`config.mk`:
```
export PLATFORM = sky130hd
export DESIGN_NAME = uart_tx_fifo_flat
export DESIGN_NICKNAME = d
export VERILOG_FILES = /design/src/rtl/uart_tx_fifo_if.sv /design/src/rtl/uart_tx_fifo.sv /design/src/flat_wrapper.sv
export SDC_FILE = /design/constraint.sdc
export NUM_CORES = 1
export LEC_CHECK = 0
export ABC_AREA = 1
export BUFFER_PORTS_ARGS = -buffer_cell sky130_fd_sc_hd__buf_4
export CORE_MARGIN = 2
export CORE_UTILIZATION = 61
export DETAILED_ROUTE_END_ITERATION = 6
export HOLD_SLACK_MARGIN = 0.1
export MAX_ROUTING_LAYER = met4
export PLACE_DENSITY_LB_ADDON = 0.2
export SYNTH_ARGS = -nofsm -noshare
export SYNTH_HDL_FRONTEND = slang
export SYNTH_SLANG_ARGS = --single-unit
export TNS_END_PERCENT = 20
```
`constraint.sdc`:
```
create_clock -name Clock -period 2 [get_ports Clock]
set_input_delay 0.2 -clock Clock [delete_from_list [all_inputs] [get_ports Clock]]
set_output_delay 0.2 -clock Clock [all_outputs]
set_load 0.05 [all_outputs]
```
`src/rtl/uart_tx_fifo_if.sv`:
```
// -----------------------------------------------------------------------------
// uart_tx_fifo_if
// Purpose : Bundles the CPU push side and the transmitter handshake side of
//           the UART transmit FIFO into one interface.
// Signals :
//   wr_en, wr_data          CPU push request and byte
//   full, empty, count      FIFO occupancy status
//   overflow                sticky "a push was dropped" flag
//   clear_overflow          clears overflow
//   uart_ready, uart_finish transmitter idle level / done pulse
//   uart_send, uart_data    start request level and byte to the transmitter
// Modports:
//   slave  - the FIFO itself (consumes pushes, drives status and uart_send/data)
//   master - the surrounding environment (CPU + transmitter)
// -----------------------------------------------------------------------------
interface uart_tx_fifo_if #(
  parameter int DEPTH_LOG2 = 4
) ();

  logic                  wr_en;
  logic [7:0]            wr_data;
  logic                  full;
  logic                  empty;
  logic [DEPTH_LOG2:0]   count;
  logic                  overflow;
  logic                  clear_overflow;
  logic                  uart_ready;
  logic                  uart_finish;
  logic                  uart_send;
  logic [7:0]            uart_data;

  modport slave (
    input  wr_en, wr_data, clear_overflow, uart_ready, uart_finish,
    output full, empty, count, overflow, uart_send, uart_data
  );

  modport master (
    output wr_en, wr_data, clear_overflow, uart_ready, uart_finish,
    input  full, empty, count, overflow, uart_send, uart_data
  );

endinterface

```
`src/rtl/uart_tx_fifo.sv`:
```
// -----------------------------------------------------------------------------
// uart_tx_fifo
// Purpose : Byte FIFO between the CPU store path and the UART byte transmitter.
//           Holds up to 2**DEPTH_LOG2 bytes and hands them one at a time to the
//           transmitter through its ready/send/finish handshake.
// Parameters:
//   DEPTH_LOG2  (1..8)   FIFO depth = 2**DEPTH_LOG2 entries
//   REQ_TIMEOUT (2..255) cycles a request waits for uart_ready to drop
// Ports:
//   Clock   system clock, all state on posedge
//   Reset   asynchronous, active-high reset
//   bus     uart_tx_fifo_if.slave: push side, status, transmitter handshake
// -----------------------------------------------------------------------------
module uart_tx_fifo #(
  parameter int DEPTH_LOG2  = 4,
  parameter int REQ_TIMEOUT = 15
) (
  input  logic           Clock,
  input  logic           Reset,
  uart_tx_fifo_if.slave  bus
);

  localparam int                    CNT_W    = DEPTH_LOG2 + 1;
  localparam int                    DEPTH    = 2 ** DEPTH_LOG2;
  localparam logic [CNT_W-1:0]      DEPTH_C  = CNT_W'(DEPTH);
  localparam logic [CNT_W-1:0]      CNT_ONE  = CNT_W'(1'b1);
  localparam logic [CNT_W-1:0]      CNT_ZERO = CNT_W'(1'b0);
  localparam logic [DEPTH_LOG2-1:0] PTR_ONE  = DEPTH_LOG2'(1'b1);
  localparam logic [7:0]            TMO_LAST = 8'(REQ_TIMEOUT - 1);

  typedef enum logic [1:0] {
    S_IDLE = 2'd0,
    S_REQ  = 2'd1,
    S_BUSY = 2'd2
  } state_t;

  state_t                  state_r;
  state_t                  state_s;
  logic [7:0]              mem_r [DEPTH];
  logic [DEPTH_LOG2-1:0]   wr_ptr_r;
  logic [DEPTH_LOG2-1:0]   rd_ptr_r;
  logic [CNT_W-1:0]        count_r;
  logic [CNT_W-1:0]        count_s;
  logic                    full_r;
  logic                    empty_r;
  logic                    overflow_r;
  logic                    overflow_s;
  logic                    send_r;
  logic                    send_s;
  logic [7:0]              data_r;
  logic [7:0]              data_s;
  logic [7:0]              tmo_r;
  logic [7:0]              tmo_s;
  logic                    push_s;
  logic                    drop_s;
  logic                    pop_s;

  // Push/pop qualification, next occupancy and sticky overflow.
  // full_r is the pre-edge value, so a push at full is dropped even if a pop
  // happens in the same cycle.
  always_comb begin
    push_s = bus.wr_en && !full_r;
    drop_s = bus.wr_en && full_r;
    pop_s  = (state_r == S_BUSY) && bus.uart_finish;

    case ({push_s, pop_s})
      2'b10:   count_s = count_r + CNT_ONE;
      2'b01:   count_s = count_r - CNT_ONE;
      default: count_s = count_r;
    endcase

    // A drop in the same cycle as a clear wins, so no drop goes unreported.
    if (drop_s) begin
      overflow_s = 1'b1;
    end else if (bus.clear_overflow) begin
      overflow_s = 1'b0;
    end else begin
      overflow_s = overflow_r;
    end
  end

  // Handshake FSM: next state, send level, presented byte and request timer.
  always_comb begin
    state_s = state_r;
    send_s  = send_r;
    data_s  = data_r;
    tmo_s   = tmo_r;
    case (state_r)
      S_IDLE: begin
        send_s = 1'b0;
        if (!empty_r && bus.uart_ready) begin
          data_s  = mem_r[rd_ptr_r];
          send_s  = 1'b1;
          tmo_s   = 8'd0;
          state_s = S_REQ;
        end else begin
          state_s = S_IDLE;
        end
      end
      S_REQ: begin
        if (!bus.uart_ready) begin
          send_s  = 1'b0;
          state_s = S_BUSY;
        end else if (tmo_r == TMO_LAST) begin
          // Transmitter never took the byte: drop send for a cycle and retry
          // the same byte from S_IDLE; nothing is popped.
          send_s  = 1'b0;
          state_s = S_IDLE;
        end else begin
          tmo_s = tmo_r + 8'd1;
        end
      end
      S_BUSY: begin
        send_s = 1'b0;
        if (bus.uart_finish) begin
          state_s = S_IDLE;
        end else begin
          state_s = S_BUSY;
        end
      end
      default: begin
        send_s  = 1'b0;
        state_s = S_IDLE;
      end
    endcase
  end

  // Control and status registers.
  always_ff @(posedge Clock or posedge Reset) begin
    if (Reset) begin
      state_r    <= S_IDLE;
      wr_ptr_r   <= '0;
      rd_ptr_r   <= '0;
      count_r    <= CNT_ZERO;
      full_r     <= 1'b0;
      empty_r    <= 1'b1;
      overflow_r <= 1'b0;
      send_r     <= 1'b0;
      data_r     <= 8'h00;
      tmo_r      <= 8'd0;
    end else begin
      state_r    <= state_s;
      count_r    <= count_s;
      full_r     <= (count_s == DEPTH_C);
      empty_r    <= (count_s == CNT_ZERO);
      overflow_r <= overflow_s;
      send_r     <= send_s;
      data_r     <= data_s;
      tmo_r      <= tmo_s;
      if (push_s) begin
        wr_ptr_r <= wr_ptr_r + PTR_ONE;
      end
      if (pop_s) begin
        rd_ptr_r <= rd_ptr_r + PTR_ONE;
      end
    end
  end

  // Byte storage; contents need no reset because the pointers gate validity.
  always_ff @(posedge Clock) begin
    if (push_s) begin
      mem_r[wr_ptr_r] <= bus.wr_data;
    end
  end

  assign bus.full      = full_r;
  assign bus.empty     = empty_r;
  assign bus.count     = count_r;
  assign bus.overflow  = overflow_r;
  assign bus.uart_send = send_r;
  assign bus.uart_data = data_r;

endmodule

```
`src/flat_wrapper.sv`:
```
// flat-port wrapper written by rule: the top's interface ports become plain ports
module uart_tx_fifo_flat 
#(
  parameter int DEPTH_LOG2  = 4,
  parameter int REQ_TIMEOUT = 15
)
  (Clock, Reset, bus_wr_en, bus_wr_data, bus_clear_overflow, bus_uart_ready, bus_uart_finish, bus_full, bus_empty, bus_count, bus_overflow, bus_uart_send, bus_uart_data);
  uart_tx_fifo_if #(.DEPTH_LOG2(DEPTH_LOG2)) bus_i ();
  input  logic Clock;
  input  logic Reset;
  input wire logic [$bits(bus_i.wr_en)-1:0] bus_wr_en;
  input wire logic [$bits(bus_i.wr_data)-1:0] bus_wr_data;
  input wire logic [$bits(bus_i.clear_overflow)-1:0] bus_clear_overflow;
  input wire logic [$bits(bus_i.uart_ready)-1:0] bus_uart_ready;
  input wire logic [$bits(bus_i.uart_finish)-1:0] bus_uart_finish;
  output wire logic [$bits(bus_i.full)-1:0] bus_full;
  output wire logic [$bits(bus_i.empty)-1:0] bus_empty;
  output wire logic [$bits(bus_i.count)-1:0] bus_count;
  output wire logic [$bits(bus_i.overflow)-1:0] bus_overflow;
  output wire logic [$bits(bus_i.uart_send)-1:0] bus_uart_send;
  output wire logic [$bits(bus_i.uart_data)-1:0] bus_uart_data;
  assign bus_i.wr_en = bus_wr_en;
  assign bus_i.wr_data = bus_wr_data;
  assign bus_i.clear_overflow = bus_clear_overflow;
  assign bus_i.uart_ready = bus_uart_ready;
  assign bus_i.uart_finish = bus_uart_finish;
  assign bus_full = bus_i.full;
  assign bus_empty = bus_i.empty;
  assign bus_count = bus_i.count;
  assign bus_overflow = bus_i.overflow;
  assign bus_uart_send = bus_i.uart_send;
  assign bus_uart_data = bus_i.uart_data;
  uart_tx_fifo #(.DEPTH_LOG2(DEPTH_LOG2), .REQ_TIMEOUT(REQ_TIMEOUT)) u_core (.Clock(Clock), .Reset(Reset), .bus(bus_i));
endmodule
```
==> results.json <==
{
  "first_iter_violations": 606,
  "end_kind": "flop",
  "hold_viol": 0,
  "r2r_cells": 11,
  "setup_ws_ps": 37.1,
  "drt-vias-per-instance": 5.79,
  "via_count": 4835,
  "hold_class": "in -> async",
  "ys_ff_latch": 163,
  "drv_cap": 0,
  "synth_edf_count": 128,
  "leakage_nw": 3.14,
  "syn-mean-instance-area_sq_um": 11.2,
  "die_w_um": 110,
  "worstMarginPinSlew_ps": 475,
  "slew_violations": 0,
  "routed_wl_mm": 16.0,
  "pin_count": 31,
  "fin_crit_ps": 1960,
  "grt_overflow_total": 0,
  "crit-reg2reg-launch": "u_core.state_r[0]",
  "drive_above_1_share": 0.168,
  "cts_sinks": 163,
  "hpwl_mm": 9.28,
  "gp_congestion": 0.846,
  "timing.final.crit_share": 0.981,
  "ys_warn_count": 0,
  "power_density_nw_per_um2": 1520,
  "finalClockSkew_ps": 10.5,
  "yosys.area.top_type": "edfxtp_1",
  "first_global_vias": 4706,
  "grt_pass1_wl_mm": 24.5,
  "ys_async_sr_fraction": 0.215,
  "vdd_drop_max_v": 0.00116,
  "synth-seq-area-share": 0.689,
  "dieArea_sq_um": 12100,
  "dp_slack_ps": 15.0,
  "synth_top_area_frac": 0.561,
  "finalSetupViolCount": 0,
  "ys.flop_type": "edfxtp_1",
  "ant_nets": 0,
  "synthDistinctLibCells": 30,
  "start_util": 0.630,
  "synth_area_sq_um": 6860,
  "synth.area.top_cells": "edfxtp_1, dfrtp_1, nor2_1",
  "path_max_fanout": 3,
  "antenna_found_initial": 0,
  "synth.most_common_cell": "edfxtp_1",
  "start_kind": "flop",
  "cp_data_arrival_time_ps": 2400,
  "cp.required_ps": 2440,
  "fmax_ghz": 0.509,
  "r2r_slack_ps": 40,
  "stdcell_area_sq_um": 8170,
  "row_count": 38,
  "syn2layout_area_growth_pct": 19.2,
  "clkSlewWorstSetupHoldPaths_ps": 70,
  "max_slew_margin": 0.681,
  "port_buffers": 30,
  "p_total_mw": 12.4,
  "syn_nets": 636,
  "rsz0062_at_grt": "yes",
  "core_sq_um": 10900,
  "cts-root-buf": "clkbuf_8",
  "netlist_instances": 613,
  "drcViolationCount": 0,
  "rr_endpoint": "u_core.bus.full",
  "cts.htree.levels": 4,
  "placed_area_sq_um": 7380,
  "numCtsBuffers": 17,
  "first_pass_iters": 6,
  "yosys-top-cells-count": "edfxtp_1, nor2_1, nand2_1",
  "clock_latency_ps": 530,
  "tritoncts": "done",
  "critPathKind": "reg -> reg",
  "wl_per_cell_um": 19.2,
  "grt_max_degree": 53,
  "nNetsFinal": 705,
  "grtUsageTotal": 0.290,
  "run_status": "completed",
  "n_antenna_cell": 0,
  "finalSetupTns_ps": 0,
  "clockBufferDepth": 2,
  "fp.dieH_um": 110,
  "whs_ps": 352
}
-- timing repair --
action	CTS	global route
gates cloned	0	0
hold buffers	15	0
pin swaps	1	10
setup buffers	1	2
endpoints found under the setup margin	1	2
resized for setup	0	5
endpoints found under the hold margin	167	0
-- metal layers --
layer / vias up / GRT usage / wire length (um)
met5: - / - / 0
met4: 0 / 0.108 / 354
met3: 33 / 0.0664 / 1070
met2: 207 / 0.461 / 8130
met1: 2333 / 0.369 / 6460
li1: 2262 / - / -
-- layout by cell type (no fill, tap or decap), drive strengths merged --
cell type	instances
nand2	97
xor2	7
ha	9
o21bai	1
clkinvlp	3
clkinv	6
xnor2	1
o22ai	25
nand3	26
a21oi	18
nor2	105
bufinv	4
dfstp	1
clkbuf	17
nor3	5
buf	62
o21ai	82
edfxtp	128
inv	42
nor4	1
dlygate4sd3	15
dfrtp	34
nand4	4
or2	1
o31ai	1
-- power by group --
part / leakage [nW] / internal, mW / switching (mW)
combinational: 1.26 / 1.42 / 3.13
clock: 0.282 / 2.01 / 1.29
sequential: 1.59 / 4.21 / 0.311
-- registers in the layout (all words and copies together) (netlist names) --
| signal | cells |
|---|---|
| u_core.bus.full | 1 |
| u_core.bus.uart_data | 8 |
| u_core.bus.empty | 1 |
| u_core.bus.count | 5 |
| u_core.bus.uart_send | 1 |
| u_core.rd_ptr_r | 4 |
| u_core.state_r | 2 |
| u_core.tmo_r | 8 |
| u_core.mem_r | 128 |
| u_core.wr_ptr_r | 4 |
| u_core.bus.overflow | 1 |
-- cell type report --
class | instances | area (sq um)
inverters | 40 | 150
repair buffers | 77 | 641
well taps | 140 | 175
multi-input cells | 383 | 1880
clock inverters | 15 | 188
clock buffers | 17 | 414
flip-flops and latches | 163 | 4720
fillers | 706 | 2720
-- worst max-delay path by stage --
stage	start	endpoint	slack [ps]	cells past startpoint
5_1_grt	u_core.state_r[0]	u_core.bus.full	-80	16
6_report	u_core.state_r[0]	u_core.bus.full	40	11
3_5_place_dp	u_core.state_r[0]	u_core.bus.full	10	11
2_1_floorplan	u_core.bus.full	u_core.bus.full	10	13
4_1_cts	u_core.state_r[1]	u_core.bus.full	20	12
3_3_place_gp	u_core.state_r[0]	u_core.bus.full	70	11
-- cell families after synthesis --
group | Yosys count | share of synthesized area
AOI/OAI and AO/OA | 127 | 0.0980
and+or+nand+nor | 239 | 0.147
xor gates and xnor gates | 8 | 0.0102
buffers and inverters | 67 | 0.0394
DFF | 163 | 0.689
adders and majority gates | 9 | 0.0164
-- metrics by stage --
stage                util  std cells
finish              0.750        835
global route        0.750        835
CTS                 0.748        833
detailed placement  0.678        785
global placement    0.678        785
floorplan               -        613
-- worst max-delay path, stage by stage (launching register included) --
cell	delay, ps
dfrtp_1	440
nor2_4	160
nand4_1	110
nand2_1	110
inv_1	50
ha_1	270
o21ai_1	130
inv_1	60
or2_4	220
nor2_1	90
nand3_1	100
nor2_1	130
Note: power is estimated with default switching activity, not from simulation.
